File: config.mk
export PLATFORM = sky130hd
export DESIGN_NAME = fixed_cordic_cos
export DESIGN_NICKNAME = d
export VERILOG_FILES = /design/src/rtl/fixed_pkg.sv /design/src/rtl/cordic_microrotation.sv /design/src/rtl/fixed_cordic_cos.sv
export SDC_FILE = /design/constraint.sdc
export NUM_CORES = 1
export LEC_CHECK = 0
export CORE_ASPECT_RATIO = 1.75
export CORE_MARGIN = 1
export CORE_UTILIZATION = 63
export CTS_BUF_LIST = sky130_fd_sc_hd__clkbuf_8
export DETAILED_ROUTE_END_ITERATION = 16
export GPL_TIMING_DRIVEN = 1
export PLACE_DENSITY_LB_ADDON = 0.1
export REMOVE_ABC_BUFFERS = 1
export SYNTH_ARGS = -nofsm -noshare
export SYNTH_HDL_FRONTEND = slang
export SYNTH_SLANG_ARGS = --single-unit
File: constraint.sdc
create_clock -name clk -period 6.75 [get_ports clk]
set_input_delay 1.35 -clock clk [delete_from_list [all_inputs] [get_ports clk]]
set_output_delay 1.35 -clock clk [all_outputs]
set_load 0.01 [all_outputs]
File: src/rtl/fixed_pkg.sv
// Shared widths, CORDIC gain, arctangent table and FSM states for the CORDIC sin/cos unit.
// All angles and coordinates are signed Q2.23 in 26 bits; results are Q1.23 in 25 bits.
package fixed_pkg;

  localparam int FRAC_W  = 23;
  localparam int ANGLE_W = 26;
  localparam int OUT_W   = 25;
  localparam int CNT_W   = 5;

  // Converged gain 1/prod(sqrt(1+2^-2i)) preloaded into x so no post-scaling is needed.
  localparam logic signed [ANGLE_W-1:0] CORDIC_K = 26'sh04DBA77;

  typedef enum logic {
    IDLE,
    ROTATE
  } state_t;

  // atan(2^-i) in Q2.23, rounded to nearest; beyond i = 9 it equals 2^(23-i).
  function automatic logic [ANGLE_W-1:0] atan_lut(input logic [CNT_W-1:0] idx);
    logic [ANGLE_W-1:0] val;
    val = '0;
    case (idx)
      5'd0:  val = 26'h06487ED;
      5'd1:  val = 26'h03B58CE;
      5'd2:  val = 26'h01F5B76;
      5'd3:  val = 26'h00FEADD;
      5'd4:  val = 26'h007FD57;
      5'd5:  val = 26'h003FFAB;
      5'd6:  val = 26'h001FFF5;
      5'd7:  val = 26'h000FFFF;
      5'd8:  val = 26'h0008000;
      5'd9:  val = 26'h0004000;
      5'd10: val = 26'h0002000;
      5'd11: val = 26'h0001000;
      5'd12: val = 26'h0000800;
      5'd13: val = 26'h0000400;
      5'd14: val = 26'h0000200;
      5'd15: val = 26'h0000100;
      5'd16: val = 26'h0000080;
      5'd17: val = 26'h0000040;
      5'd18: val = 26'h0000020;
      5'd19: val = 26'h0000010;
      5'd20: val = 26'h0000008;
      5'd21: val = 26'h0000004;
      5'd22: val = 26'h0000002;
      default: val = '0;
    endcase
    return val;
  endfunction

endpackage

File: src/rtl/cordic_microrotation.sv
// One CORDIC rotation-mode step: rotates (x, y) toward the residual angle z by +-atan(2^-i).
// Purely combinational; shifts are arithmetic and truncate toward minus infinity.
module cordic_microrotation
  import fixed_pkg::*;
(
  input  logic signed [ANGLE_W-1:0] x_i,
  input  logic signed [ANGLE_W-1:0] y_i,
  input  logic signed [ANGLE_W-1:0] z_i,
  input  logic        [CNT_W-1:0]   i_i,
  input  logic        [ANGLE_W-1:0] atan_i,
  output logic signed [ANGLE_W-1:0] x_o,
  output logic signed [ANGLE_W-1:0] y_o,
  output logic signed [ANGLE_W-1:0] z_o
);

  logic signed [ANGLE_W-1:0] x_sh;
  logic signed [ANGLE_W-1:0] y_sh;

  always_comb begin
    x_sh = x_i >>> i_i;
    y_sh = y_i >>> i_i;
    // Non-negative residual rotates counter-clockwise (d = +1).
    if (!z_i[ANGLE_W-1]) begin
      x_o = x_i - y_sh;
      y_o = y_i + x_sh;
      z_o = z_i - $signed(atan_i);
    end else begin
      x_o = x_i + y_sh;
      y_o = y_i - x_sh;
      z_o = z_i + $signed(atan_i);
    end
  end

endmodule

File: src/rtl/fixed_cordic_cos.sv
// Iterative CORDIC: cos/sin of a signed 1.23 angle, one micro-rotation per clock.
// Latency ITER cycles from accepted start to done pulse; start ignored while busy, no queuing.
module fixed_cordic_cos
  import fixed_pkg::*;
#(
  parameter int ITER = 16
) (
  input  logic              clk,
  input  logic              rst,
  input  logic              start_i,
  input  logic              sign_i,
  input  logic              integer_i,
  input  logic [FRAC_W-1:0] fractional_i,
  output logic              busy_o,
  output logic              done_o,
  output logic [OUT_W-1:0]  cos_o,
  output logic [OUT_W-1:0]  sin_o
);

  localparam logic [CNT_W-1:0] LAST = CNT_W'(ITER - 1);

  state_t                    state_q, state_d;
  logic        [CNT_W-1:0]   cnt_q, cnt_d;
  logic signed [ANGLE_W-1:0] x_q, x_d, y_q, y_d, z_q, z_d;
  logic                      done_q, done_d;
  logic        [OUT_W-1:0]   cos_q, cos_d, sin_q, sin_d;

  logic        [ANGLE_W-1:0] mag;
  logic signed [ANGLE_W-1:0] angle;
  logic signed [ANGLE_W-1:0] x_nx, y_nx, z_nx;

  cordic_microrotation u_step (
    .x_i    (x_q),
    .y_i    (y_q),
    .z_i    (z_q),
    .i_i    (cnt_q),
    .atan_i (atan_lut(cnt_q)),
    .x_o    (x_nx),
    .y_o    (y_nx),
    .z_o    (z_nx)
  );

  always_comb begin
    mag     = {{(ANGLE_W-FRAC_W-1){1'b0}}, integer_i, fractional_i};
    angle   = sign_i ? -$signed(mag) : $signed(mag);
    state_d = state_q;
    cnt_d   = cnt_q;
    x_d     = x_q;
    y_d     = y_q;
    z_d     = z_q;
    done_d  = 1'b0;
    cos_d   = cos_q;
    sin_d   = sin_q;
    case (state_q)
      IDLE: begin
        if (start_i) begin
          state_d = ROTATE;
          cnt_d   = '0;
          x_d     = CORDIC_K;
          y_d     = '0;
          z_d     = angle;
        end
      end
      ROTATE: begin
        x_d   = x_nx;
        y_d   = y_nx;
        z_d   = z_nx;
        cnt_d = cnt_q + 1'b1;
        // Results published from the final rotation's outputs on the same edge.
        if (cnt_q == LAST) begin
          state_d = IDLE;
          cnt_d   = '0;
          done_d  = 1'b1;
          cos_d   = x_nx[OUT_W-1:0];
          sin_d   = y_nx[OUT_W-1:0];
        end
      end
      default: state_d = IDLE;
    endcase
  end

  always_ff @(posedge clk) begin
    if (rst) begin
      state_q <= IDLE;
      cnt_q   <= '0;
      x_q     <= '0;
      y_q     <= '0;
      z_q     <= '0;
      done_q  <= 1'b0;
      cos_q   <= '0;
      sin_q   <= '0;
    end else begin
      state_q <= state_d;
      cnt_q   <= cnt_d;
      x_q     <= x_d;
      y_q     <= y_d;
      z_q     <= z_d;
      done_q  <= done_d;
      cos_q   <= cos_d;
      sin_q   <= sin_d;
    end
  end

  assign busy_o = (state_q == ROTATE);
  assign done_o = done_q;
  assign cos_o  = cos_q;
  assign sin_o  = sin_q;

endmodule
==> flow_metrics.env <==
export IMPL_run_status="finished clean"
export IMPL_tritoncts="built"
export IMPL_dp_hpwl_mm=39.23
export IMPL_synthCells=1907
export IMPL_port_buffer_count=79
export IMPL_ys_flop_type="sky130_fd_sc_hd__dfxtp_1"
export IMPL_cts_htree_levels=4
export IMPL_cts_inserted_buffers=17
export IMPL_layout_area_overhead_vs_synth_pct=9.107
export IMPL_drt_pre_antenna_iters=6
export IMPL_holdWs_ps=459.0
export IMPL_initial_core_util=0.6397
export IMPL_drt_iter0_markers=1043
export IMPL_clkSinkCount=158
export IMPL_end_kind="register"
export IMPL_yosys_warnings=0
export IMPL_ys_seq_area_frac=0.2128
export IMPL_final_report_hold_violation_count=0
export IMPL_layout_cell_share_with_drive_strength_beyond_1=0.08235
export IMPL_postSynthAreaPerCell_sq_um=7.796
export IMPL_hold_removal_path_class="register to register"
export IMPL_clk_latency_ps=540
export IMPL_power_switching_fraction=0.4990
export IMPL_maximum_number_of_pins_on_one_net_before_global_route_repair=71
export IMPL_dpl_cell_area_sq_mm=0.01579
export IMPL_worst_ep_required_time_ps=7230
export IMPL_die_x_um=118.1
export IMPL_final_min_period_over_clock_period=0.9337
export IMPL_slowest_delay_ps=690
export IMPL_synth_distinct_cells=87
export IMPL_power_density_cell_area_mw_per_mm2=395.4
export IMPL_route_detailed_vias_per_inst=6.807
export IMPL_power_net_switching_mw=3.200
export IMPL_postLayoutCellArea_sq_mm=0.01622
export IMPL_top_cell_type_s_share_of_synthesized_area=0.2128
export IMPL_timing_critical_path_slowest_stage_cell="sky130_fd_sc_hd__clkinv_1"
export IMPL_max_clock_freq_ghz=0.1587
export IMPL_drv_max_cap_violation_count=0
export IMPL_crit_top_cell="sky130_fd_sc_hd__nand3_1"
export IMPL_ys_seq_elements=158
export IMPL_global_route_total_usage_across_every_layer=0.4393
export IMPL_detail_route_wirelength_mm=52.92
export IMPL_place_gp_congestion=1.016
export IMPL_start_kind="register"
export IMPL_synthMostInstantiatedCell="sky130_fd_sc_hd__nor2_1"
export IMPL_critical_path_class="register to register"
export IMPL_ctsRootBufferMaster="sky130_fd_sc_hd__clkbuf_8"
export IMPL_postSynth_asyncResetShare=0
export IMPL_cell_internal_pwr_mw=3.213
export IMPL_clock_path_buffers=2
export IMPL_die_height_um=205.2
export IMPL_unrepaired_setup_endpoints_after_global_routing="false"
export IMPL_remaining_drc_errors=0
export IMPL_io_pins=80
export IMPL_global_route_usage_met2=0.7947
export IMPL_clk_transition_reported_paths_ps=100
export IMPL_antenna_found_initial=2
export IMPL_finalMaxSlewViolations=0
export IMPL_grt_busiest_layer="met2"
export IMPL_leading_cell_types_by_count_after_synthesis="223 x sky130_fd_sc_hd__nor2_1, 201 x sky130_fd_sc_hd__a21oi_1, 198 x sky130_fd_sc_hd__nand2_1"
export IMPL_postRouteAntennaNets=0
export IMPL_final_min_clock_period_ps=6303
export IMPL_critPathArrivalTime_ps=6780
export IMPL_max_slew_worst_pin_slew_ps=1263
export IMPL_synth_area_top_cells="sky130_fd_sc_hd__dfxtp_1 21%, sky130_fd_sc_hd__ha_1 7.6%, sky130_fd_sc_hd__a21oi_1 6.8%"
export IMPL_num_vias=15310
export IMPL_gr_usage_met3=0.09257
export IMPL_num_nets_final=2051
export IMPL_grt_remaining_overflow=0
export IMPL_setup_violations=0
export IMPL_comb_power_share=0.667
export IMPL_routedWlPerCell_um=23.53
export IMPL_worst_path_buf_inv=3
export IMPL_pwr_share_seq=0.208
export IMPL_grt_pass1_vias=15180
export IMPL_globalRouteMet1Util=0.3945
export IMPL_cts_setup_buffers=0
export IMPL_critPathTopFamily="simple AND/OR/NAND/NOR gates"
export IMPL_power_mw=6.413
export IMPL_crit_chain="clkinv_1, mux4_2, a211o_1, inv_1, ha_1, and3_1, nor3b_1, buf_4, and3_1, nor2b_1, a21oi_1, xor2_1, ha_1, nand3_1, nor4_1, nand3_1, o2111ai_1, o211ai_1, nor4b_1, mux2i_1, nand3_1"
export IMPL_floorplan_die_area_sq_mm=0.02424
export IMPL_core_area_sq_mm=0.02324
export IMPL_grt_first_pass_wirelength_mm=80.96
export IMPL_critical_path_max_fanout=17
export IMPL_p_leak_nw=6.496
export IMPL_synth_edf_count=0
export IMPL_synthDominantAreaCellType="sky130_fd_sc_hd__dfxtp_1"
export IMPL_ir_drop_uv=182.1
export IMPL_fp_row_count=74
export IMPL_clock_power_share=0.125
export IMPL_synth_area_sq_mm=0.01487
export IMPL_relSlewSlack=0.1577
export IMPL_skew_ps=20.83
## final timing paths
kind / cells after the start / slack [ps] / from / to
setup / recovery: 21 / 450 / cnt_q[3] / y_q[25]
hold / removal: 2 / 460 / cos_o[20] / cos_o[20]
setup reg to reg: 21 / 450 / cnt_q[3] / y_q[25]
hold reg to reg: 2 / 460 / cos_o[20] / cos_o[20]
## routing by layer
layer | vias up | share of wire | routed length, um
met2 | 758 | 0.52 | 27260
met1 | 7185 | 0.32 | 16940
li1 | 7037 | - | -
met4 | 0 | 0.099 | 5255
met3 | 330 | 0.065 | 3462
met5 | - | 0 | 0
## final cells by class
class	instances	area (sq um)
clock buffer	17	234.0
timing repair buffer	128	1164
inverter	48	180.2
fill	1908	7019
tap	304	380.4
antenna	2	5.005
multi-input combinational	1577	10890
clock inverter	15	186.4
sequential	158	3177
## layout by cell type, fill, tap and decap left out, types with 7 or more instances in the layout
cell type	count
sky130_fd_sc_hd__clkdlybuf4s50_1	77
sky130_fd_sc_hd__clkbuf_8	17
sky130_fd_sc_hd__o31ai_1	18
sky130_fd_sc_hd__a21oi_1	201
sky130_fd_sc_hd__o21ai_0	69
sky130_fd_sc_hd__nor4_1	13
sky130_fd_sc_hd__nor3b_1	35
sky130_fd_sc_hd__nand2b_1	18
sky130_fd_sc_hd__a31oi_1	36
sky130_fd_sc_hd__a21o_1	38
sky130_fd_sc_hd__buf_4	49
sky130_fd_sc_hd__and2_1	24
sky130_fd_sc_hd__mux4_2	34
sky130_fd_sc_hd__nand4_1	15
sky130_fd_sc_hd__or2_2	9
sky130_fd_sc_hd__nor2_1	222
sky130_fd_sc_hd__and3_1	13
sky130_fd_sc_hd__or4_1	8
sky130_fd_sc_hd__ha_1	90
sky130_fd_sc_hd__nand2_1	198
sky130_fd_sc_hd__xnor2_1	66
sky130_fd_sc_hd__or3_1	23
sky130_fd_sc_hd__mux4_1	13
sky130_fd_sc_hd__mux2i_1	33
sky130_fd_sc_hd__o21bai_1	13
sky130_fd_sc_hd__inv_1	47
sky130_fd_sc_hd__xor2_1	81
sky130_fd_sc_hd__nand3_1	42
sky130_fd_sc_hd__o22ai_1	14
sky130_fd_sc_hd__o21a_1	12
sky130_fd_sc_hd__dfxtp_1	153
sky130_fd_sc_hd__nor2b_1	13
sky130_fd_sc_hd__nor3_1	48
sky130_fd_sc_hd__mux2_2	16
sky130_fd_sc_hd__a211oi_1	36
sky130_fd_sc_hd__a311oi_1	7
sky130_fd_sc_hd__o211ai_1	14
## kinds of logic after synthesis
kind of cell | after synthesis | synth area share
and+or+nand+nor | 699 | 0.2217
AOI/OAI and AO/OA | 540 | 0.2330
buffers and inverters | 172 | 0.05580
DFF | 158 | 0.2128
xor gates and xnor gates | 147 | 0.08660
muxes | 98 | 0.1103
adders and majority gates | 93 | 0.07978
## worst min-delay path, delay by kind of cell, from the launching register on
kind,cells,cell delay (ps)
AO/OA/AOI/OAI,1,50
flip-flops,1,320
AND/OR/NAND/NOR,1,50
## power groups by stage
stage,combinational [mW],clock [mW],sequential (mW)
global route,4.68,0.833,1.34
detailed placement,4.15,0,1.33
finish,4.28,0.800,1.33
CTS,4.19,0.801,1.31
global placement,4.06,0,1.33
floorplan,3.18,0,1.25
## what timing repair did
| action | in CTS | in global routing |
|---|---|---|
| gates resized for setup | 0 | 2 |
| endpoints found under the setup margin | 0 | 1 |
| hold buffers | 0 | 0 |
## sequential cells by signal (all words and copies together), names as in the netlist
signal / flops
busy_o: 1
cnt_q: 5
cos_o: 25
done_o: 1
sin_o: 25
u_step.atan_i: 23
x_q: 26
y_q: 26
z_q: 26
## per-stage QoR
step                      setup TNS [ps]  std cells  worst slack (ps)  utilization
after floorplan                    -1105       1783            -362.1            -
after global routing                   0       2247             11.10       0.6978
final                                  0       2249             447.4       0.6980
after detailed placement               0       2215             537.1       0.6794
after global placement                 0       2215             719.0       0.6794
after CTS                              0       2247             423.9       0.6975
(Power assumes the default switching activity.)
